<file path="src/rtl/fifo_stream_reader.sv">
// fifo_stream_reader
// Read-side master for the synchronous FIFO. Issues FIFO reads, absorbs the
// FIFO's one-cycle registered read latency, and presents the words in order on
// a valid/ready stream through a 2-entry output buffer. With m_ready held high
// it sustains one word per cycle.
//
// Ports
//   clk, rst        clock, asynchronous active-high reset
//   enable          1 = keep issuing FIFO reads; 0 = stop issuing, drain
//   fifo_rd_en      read request to the FIFO
//   fifo_dout       FIFO read data, valid the cycle after an accepted read
//   fifo_empty      FIFO empty flag
//   fifo_underflow  FIFO underflow flag
//   m_valid/m_data  stream word (straight from the buffer registers)
//   m_ready         downstream accept
//   words_out       stream handshakes since reset (wraps)
//   idle            buffer empty and no read in flight
//   err_underflow   sticky, set whenever fifo_underflow is seen
module fifo_stream_reader #(
    parameter int DATA_WIDTH = 16,
    parameter int CNT_WIDTH  = 32
) (
    input  logic                  clk,
    input  logic                  rst,
    input  logic                  enable,
    output logic                  fifo_rd_en,
    input  logic [DATA_WIDTH-1:0] fifo_dout,
    input  logic                  fifo_empty,
    input  logic                  fifo_underflow,
    output logic                  m_valid,
    output logic [DATA_WIDTH-1:0] m_data,
    input  logic                  m_ready,
    output logic [CNT_WIDTH-1:0]  words_out,
    output logic                  idle,
    output logic                  err_underflow
);

    logic [DATA_WIDTH-1:0] head_q;   // buffer slot 0, always the oldest word
    logic [DATA_WIDTH-1:0] tail_q;   // buffer slot 1
    logic [1:0]            buf_cnt;
    logic                  inflight; // a read was issued last cycle
    logic                  pop;
    logic [2:0]            occ_next;

    assign m_valid = (buf_cnt != 2'd0);
    assign m_data  = head_q;
    assign idle    = (buf_cnt == 2'd0) && !inflight;
    assign pop     = m_valid && m_ready;

    // Words that will be held once this cycle's pop and capture settle. A new
    // read is only issued if its data is guaranteed a free slot on arrival.
    // pop implies buf_cnt >= 1, so this never goes negative.
    assign occ_next   = {1'b0, buf_cnt} + {2'b00, inflight} - {2'b00, pop};
    assign fifo_rd_en = !rst && enable && !fifo_empty && (occ_next < 3'd2);

    always_ff @(posedge clk or posedge rst) begin
        if (rst) begin
            head_q        <= '0;
            tail_q        <= '0;
            buf_cnt       <= 2'd0;
            inflight      <= 1'b0;
            words_out     <= '0;
            err_underflow <= 1'b0;
        end else begin
            inflight <= fifo_rd_en;
            if (fifo_underflow)
                err_underflow <= 1'b1;
            if (pop)
                words_out <= words_out + CNT_WIDTH'(1);

            case ({inflight, pop})
                2'b10: begin
                    // capture only: append at the tail
                    if (buf_cnt == 2'd0)
                        head_q <= fifo_dout;
                    else
                        tail_q <= fifo_dout;
                    buf_cnt <= buf_cnt + 2'd1;
                end
                2'b01: begin
                    // pop only: shift the tail forward
                    head_q  <= tail_q;
                    buf_cnt <= buf_cnt - 2'd1;
                end
                2'b11: begin
                    // pop and capture together: count unchanged, order kept
                    if (buf_cnt == 2'd2) begin
                        head_q <= tail_q;
                        tail_q <= fifo_dout;
                    end else begin
                        head_q <= fifo_dout;
                    end
                end
                default: ;
            endcase
        end
    end

    // The issue rule must make a capture into a full, non-draining buffer
    // impossible.
    a_no_overrun: assert property (@(posedge clk) disable iff (rst)
        !(inflight && buf_cnt == 2'd2 && !pop));

endmodule

</file>
<file path="config.mk">
export PLATFORM = sky130hd
export DESIGN_NAME = fifo_stream_reader
export DESIGN_NICKNAME = d
export VERILOG_FILES = /design/src/rtl/fifo_stream_reader.sv
export SDC_FILE = /design/constraint.sdc
export NUM_CORES = 1
export LEC_CHECK = 0
export CAP_MARGIN = 20
export CORE_UTILIZATION = 29
export DETAILED_ROUTE_END_ITERATION = 7
export GPL_TIMING_DRIVEN = 0
export PLACE_DENSITY = 0.58
export SLEW_MARGIN = 20
export SYNTH_ARGS = -nofsm -noshare
export SYNTH_HDL_FRONTEND = slang
export SYNTH_SLANG_ARGS = --single-unit
</file>
<file path="constraint.sdc">
create_clock -name clk -period 2.5 [get_ports clk]
set_input_delay 0.5 -clock clk [delete_from_list [all_inputs] [get_ports clk]]
set_output_delay 0.5 -clock clk [all_outputs]
set_load 0.02 [all_outputs]
</file>
==> qor.yml, run 1 <==
slew_headroom_pct: 50.65
grt-busiest-layer: "met2"
grt_usage_pct: 15.20
syn_to_final_growth_pct: 38.00
synth_cell_types: 39
nFillCells: 1096
first_iter_violations: 80
wirelength_mm: 8.328
critical_path_arrival_ns: 2.48
die_h_um: 109.8
numCtsBuffers: 9
grt_first_pass_wirelength_mm: 13.88
port_buffers: 73
synth.avg_cell_area_um2: 11.15
met1_usage_pct: 19.32
critPathMaxStageDelay_ns: 0.53
place_area_um2: 4347
ys_seq_area_share_pct: 50.52
reg2reg_to: "inflight"
synth_edf_count: 0
grt_max_degree: 38
min-delay-start: "err_underflow"
worst-path-max-fanout: 4
grt_overflow: 0
violations: "setup timing"
whs_ns: 0.4665
rr_worst_depth: 9
rsz0062_at_grt: "yes"
ctsHtreeMaxLevel: 3
synthesis.instances: 302
avgViaCountPerCell: 4.909
first_global_vias: 2753
critPathTopFamily: "adder cells"
core_um2: 11080
report.final.slew_viol_count: 0
use_met3_pct: 4.209
yosys_warnings: 0
ys_ff_latch: 68
reg2reg_setup_slack_ns: 0.33
path_clk_slew_ns: 0.05
netlist_area_um2: 3368
start_kind: "flip-flop"
min_period_ns: 2.977
io-pin-count: 74
cts_tree: "built"
whs_endpoint: "err_underflow"
post_drt_wl_per_cell_um: 15.51
start_util_pct: 30.40
final.period_utilization_pct: 119.1
die_area_um2: 12050
setup_viol: 1
critPathBufInv: 3
worst_ir_drop_vdd_uv: 559.4
async_flop_share_pct: 100.0
worstPathRequired_ns: 2.00
synth-main-ff-cell: "dfrtp_1"
max_slew.worst_pin.slew_ns: 0.7345
hold_viol: 0
hold_class: "reg -> reg"
critPathKind: "reg -> out"
syn-num-nets: 327
finalPower_uw: 4900
diodes: 0
p_per_area_nw_per_um2: 1054
num_rows: 38
crit_slowest_cell: "fa_1"
leakage_uw: 0.002008
end_kind: "output port"
path_cells: "buf_6 -> o21a_4 -> clkinv_4 -> ha_4 -> nand2b_4 -> fa_1 -> nand2_2 -> nor4_4 -> buf_4"
setup_slack_ns: -0.4774
design_area_um2: 4648
fmax_ghz: 0.3359
hpwl_mm: 5.742
drive_above_1_share_pct: 17.13
vias: 2636
gp_congestion: 0.7449
min_path_cells: 1
drt_first_pass_iters: 4
max_cap_viol_count: 0
root_buffer: "clkbuf_16"
fp.dieW_um: 109.8
cts_num_sinks: 68
antenna_found_initial: 0
ant_nets: 0
outcome: "finished with violations"
layout.nets: 418
clk_latency_ns: 0.33
met2_usage_pct: 24.66
drc: 0
r2r-start: "buf_cnt[0]"
cts_buffer_depth: 2
fin_skew_ns: 0.004729
how the worst max path moves through the flow:
stage,start,end,slack (ns),depth (start not counted)
2_1_floorplan,buf_cnt[0],fifo_rd_en,-0.13,8
3_3_place_gp,m_ready,fifo_rd_en,-1.24,9
3_5_place_dp,m_ready,fifo_rd_en,-1.26,9
4_1_cts,buf_cnt[0],fifo_rd_en,-0.50,9
5_1_grt,buf_cnt[0],fifo_rd_en,-0.59,9
6_report,buf_cnt[0],fifo_rd_en,-0.48,9
metrics by stage:
| step | setup slack, ns | instances | TNS [ns] | util [%] |
|---|---|---|---|---|
| finish | -0.4774 | 537 | -0.4774 | 41.96 |
| global route | -0.5860 | 537 | -0.5860 | 41.96 |
| CTS | -0.4998 | 537 | -0.4998 | 41.94 |
| detailed placement | -1.262 | 516 | -2.279 | 39.24 |
| global placement | -1.240 | 515 | -75.45 | 39.03 |
| floorplan | -0.1292 | 302 | -0.1292 | - |
per-layer routing:
metal | part of all wire, % | vias up
li1 | - | 1265
met1 | 45 | 1288
met2 | 48 | 74
met3 | 5.7 | 9
met4 | 1.2 | 0
met5 | 0 | -
power breakdown:
group	leakage [µW]	total, µW	switching [µW]	internal (µW)
clock network	0.000126	1110	454	661
logic	0.00102	2110	1030	1080
registers	0.000859	1670	239	1430
flip-flops by register name, indices dropped and copies added (netlist names):
signal         count
inflight           1
m_data            16
words_out         32
err_underflow      1
buf_cnt            2
tail_q            16
worst register-to-register path: stages, from the launching register on:
cell	delay, ns
dfrtp_1	0.37
buf_6	0.12
o21a_4	0.21
clkinv_4	0.06
ha_4	0.20
nand2b_4	0.14
fa_1	0.53
nand2_2	0.07
nor4_4	0.27
buf_4	0.15
cell type report:
cell class	instances	area [µm²]	share of cell area (%)
plain buffers	15	88.84	1.911
clock buffers	12	236.5	5.087
clock inverters	3	15.01	0.3230
inverters	16	67.56	1.454
multi-input cells	203	1568	33.73
flip-flops and latches	68	1703	36.64
well taps	140	175.2	3.769
repair buffers	80	794.5	17.09
Yosys cell counts, types with 2 or more instances:
cell,instances,area (µm²)
mux2_1,10,112.6
a22o_1,6,52.55
nor3_1,3,15.01
and4_1,2,17.52
buf_4,3,22.52
a21oi_1,2,10.01
nor4_1,3,18.77
nand2_1,21,78.83
mux2_2,16,180.2
inv_1,15,56.30
o221a_2,6,67.56
and2_1,2,12.51
xnor2_1,26,227.7
clkbuf_1,5,18.77
a221oi_1,10,87.58
mux2i_1,7,70.07
and3_1,6,37.54
ha_1,2,25.02
nand3_1,12,60.06
nor2_1,22,82.58
dfrtp_1,68,1702
o22ai_1,11,68.82
nand4_1,15,93.84
buf_2,6,30.03
xor2_1,7,61.31
nand2b_1,2,12.51
or2_2,2,12.51
repair_timing:
action / 4_1_cts / 5_1_grt
pin swaps: 3 / 0
endpoints found under the setup margin: 1 / 2
buffers inserted: 6 / 0
hold endpoints to repair: 0 / 0
hold buffers: 0 / 0
gates resized for setup: 9 / 2
cell usage in the layout (no fill, tap or decap), types with 3 or more instances in the layout:
master,n
a221oi_1,10
a22o_1,6
and3_1,6
buf_2,5
buf_4,10
clkbuf_1,8
clkbuf_16,9
clkdlybuf4s50_1,70
clkinv_2,3
dfrtp_1,67
inv_1,14
mux2_1,10
mux2_2,16
mux2i_1,7
nand2_1,20
nand3_1,12
nand4_1,15
nor2_1,22
nor3_1,3
o221a_2,6
o22ai_1,11
xnor2_1,26
xor2_1,7
cell families after synthesis:
kind of cell,count (synthesis),share of synthesized area [%]
flops,68,50.52
xor+xnor,33,8.581
compound gates,37,9.064
mux,33,10.77
simple gates,97,15.49
fa+ha+maj,3,1.337
buf+inv,31,4.235
No activity file was read; power rests on OpenSTA's default activity.
==> run 2: changes to the inputs <==
--- a/config.mk
+++ b/config.mk
@@ -8,8 +8,9 @@
 export CAP_MARGIN = 20
 export CORE_UTILIZATION = 29
 export DETAILED_ROUTE_END_ITERATION = 7
+export GPL_ROUTABILITY_DRIVEN = 0
 export GPL_TIMING_DRIVEN = 0
-export PLACE_DENSITY = 0.58
+export PLACE_DENSITY = 0.56
 export SLEW_MARGIN = 20
 export SYNTH_ARGS = -nofsm -noshare
 export SYNTH_HDL_FRONTEND = slang
==> constraint.sdc (replaced) <==
create_clock -name clk -period 3.55 [get_ports clk]
set_input_delay 0.71 -clock clk [delete_from_list [all_inputs] [get_ports clk]]
set_output_delay 0.71 -clock clk [all_outputs]
set_load 0.02 [all_outputs]
==> run 2 against run 1 <==
The run now ends clean. Sequential power down 29%. Register-to-register slack improved by 1.0 ns. Non-clock buffer count fell by 5. Hold slack lost 0.0051 ns. Sequential share of layout area decreased by 0.24 points. Clock skew grew 0.0046 ns. Die area did not move. Via count decreased by 0.38%. Combinational power is 33% lower. Cell area increased by 0.59%. Critical path type is now in -> out. Highest routed layer unchanged.
==> qor.yml, run 2 (synthesis gave the netlist of run 1 again) <==
grt_first_pass_wirelength_mm: 13.34  # -3.9%
final_core_util_pct: 42.21  # +0.25 points
ant_nets: 0  # unchanged
critical_path_arrival_ns: 2.69  # +0.21 ns
slew_headroom_pct: 50.88  # +0.22 points
p_per_area_nw_per_um2: 776.1  # -26%
fin_skew_ns: 0.009281  # +0.004552 ns
regMostFlops: "words_out"
start_util_pct: 30.40  # unchanged
final_cell_mix: "clkdlybuf4s50_1 (71), dfrtp_1 (68), xnor2_1 (26), nor2_1 (22), nand2_1 (21)"
drt_first_pass_iters: 5  # +1
max_cap_viol_count: 0  # unchanged
grt_max_degree: 36  # -5.3%
hold_class: "reg -> reg"
path_cells: "dlygate4sd2_1 -> o21a_4 -> inv_2 -> ha_4 -> nand2b_1 -> fa_1 -> nand2_1 -> nor4_4 -> buf_4"
fmax_ghz: 0.2939
leakage_uw: 0.002003  # -0.26%
place_area_um2: 4297  # -1.2%
worst-path-max-fanout: 5  # +1
rr_worst_depth: 8  # -1
drive_above_1_share_pct: 16.03  # -1.1 points
root_buffer: "clkbuf_16"
crit_slowest_cell: "fa_1"
hpwl_mm: 5.613  # -2.3%
cts_tree: "built"
cts_num_sinks: 68  # unchanged
path_clk_slew_ns: 0.05  # about the same
design_area_um2: 4676  # +0.59%
grt_usage_pct: 14.52  # -0.67 points
first_global_vias: 2629  # -4.5%
report.final.slew_viol_count: 0  # unchanged
tns_ns: 0  # +0.4774 ns
ctsHtreeMaxLevel: 3  # unchanged
first_iter_violations: 109  # +36%
num_rows: 38  # unchanged
post_drt_wl_per_cell_um: 15.23  # -1.8%
clk_latency_ns: 0.32  # about the same
syn_to_final_growth_pct: 38.82
port_buffers: 73  # unchanged
drc: 0  # unchanged
max_slew.worst_pin.slew_ns: 0.7312  # -0.003315 ns
die_h_um: 109.8  # unchanged
min_path_cells: 1  # unchanged
wirelength_mm: 8.117  # -2.5%
cts_buffer_depth: 2  # unchanged
vias: 2626  # -0.38%
critPathKind: "in -> out"
worst_ir_drop_vdd_uv: 350.7  # -37%
largest_reg_flops: 32  # unchanged
die_area_um2: 12050  # unchanged
hold_viol: 0  # unchanged
final.period_utilization_pct: 95.85
avgViaCountPerCell: 4.927  # +0.37%
diodes: 0  # unchanged
rsz0062_at_grt: "no"
layout_commonest_cell: "clkdlybuf4s50_1"
whs_ns: 0.4614  # -0.005137 ns
core_um2: 11080  # unchanged
critPathMaxStageDelay_ns: 0.51  # -0.02 ns
fin_cells: 533  # -0.74%
grt_overflow: 0  # unchanged
worstPathRequired_ns: 2.84  # +0.84 ns
io-pin-count: 74  # unchanged
fp.dieW_um: 109.8  # unchanged
layout.nets: 413  # -1.2%
start_kind: "input port"
numCtsBuffers: 9  # unchanged
outcome: "finished, final reports clean"
placed_cells_incl_taps: 516  # unchanged
antenna_found_initial: 0  # unchanged
nFillCells: 1076  # -1.8%
min_period_ns: 3.403
setup_viol: 0  # -1
end_kind: "output port"
==> run 2: cell types whose count changed in the layout (fill, tap and decap cells not counted), moves of 2 or more <==
cell,previous run,this run
buf_4,10,5
bufinv_16,0,3
clkbuf_1,8,6
clkinv_2,3,1
==> run 2: metal layers <==
| metal | wire [µm] | GRT usage, % |
|---|---|---|
| met1 | 3908 | 20.02 |
| met4 | 111 | 6.000 |
| met5 | 0 | 0 |
| met3 | 289 | 2.727 |
| met2 | 3807 | 22.24 |
==> run 2: through the flow <==
| stage | worst slack, ns | power (µW) |
|---|---|---|
| global route | 0.08301 | 3852 |
| global placement | -0.8433 | 2565 |
| CTS | 0.06107 | 3662 |
| floorplan | 0.1369 | 2078 |
| detailed placement | -0.8966 | 2592 |
| finish | 0.1474 | 3629 |
==> run 2: critical path: cells and delay by family <==
family / cells / cell delay, ns
AND/OR/NAND/NOR: 3 / 0.48
AO/OA/AOI/OAI: 1 / 0.14
buffers and inverters: 3 / 0.61
adder cells (fa/ha/maj): 2 / 0.74
==> run 2: final timing paths <==
kind                          startpoint            end  slack [ns]
hold reg to reg            err_underflow  err_underflow        0.46
hold / removal             err_underflow  err_underflow        0.46
setup / recovery                 m_ready     fifo_rd_en        0.15
min in group asynchronous            rst      tail_q[0]        0.85
setup reg to reg              buf_cnt[0]       inflight        1.33
max in group asynchronous            rst  err_underflow        2.14
==> run 2: final cells by class <==
| type | count | area (µm²) | area share, % |
|---|---|---|---|
| Clock inverter | 6 | 112.6 | 2.408 |
| Timing Repair Buffer | 75 | 754.5 | 16.14 |
| Clock buffer | 10 | 229.0 | 4.897 |
| Sequential cell | 68 | 1702 | 36.39 |
| Inverter | 16 | 62.56 | 1.338 |
| Buffer | 15 | 82.58 | 1.766 |
| Multi-Input combinational cell | 203 | 1558 | 33.32 |
| Tap cell | 140 | 175.2 | 3.746 |
==> run 2: what timing repair did <==
action | in CTS | in global routing
endpoints found under the setup margin | 1 | 1
hold buffers | 0 | 0
resized for setup | 10 | 1
setup buffers | 1 | 0
==> run 2: report_power, final <==
part           internal (µW)  switching (µW)
clock network            688             339
logic                    717             699
registers               1010             178
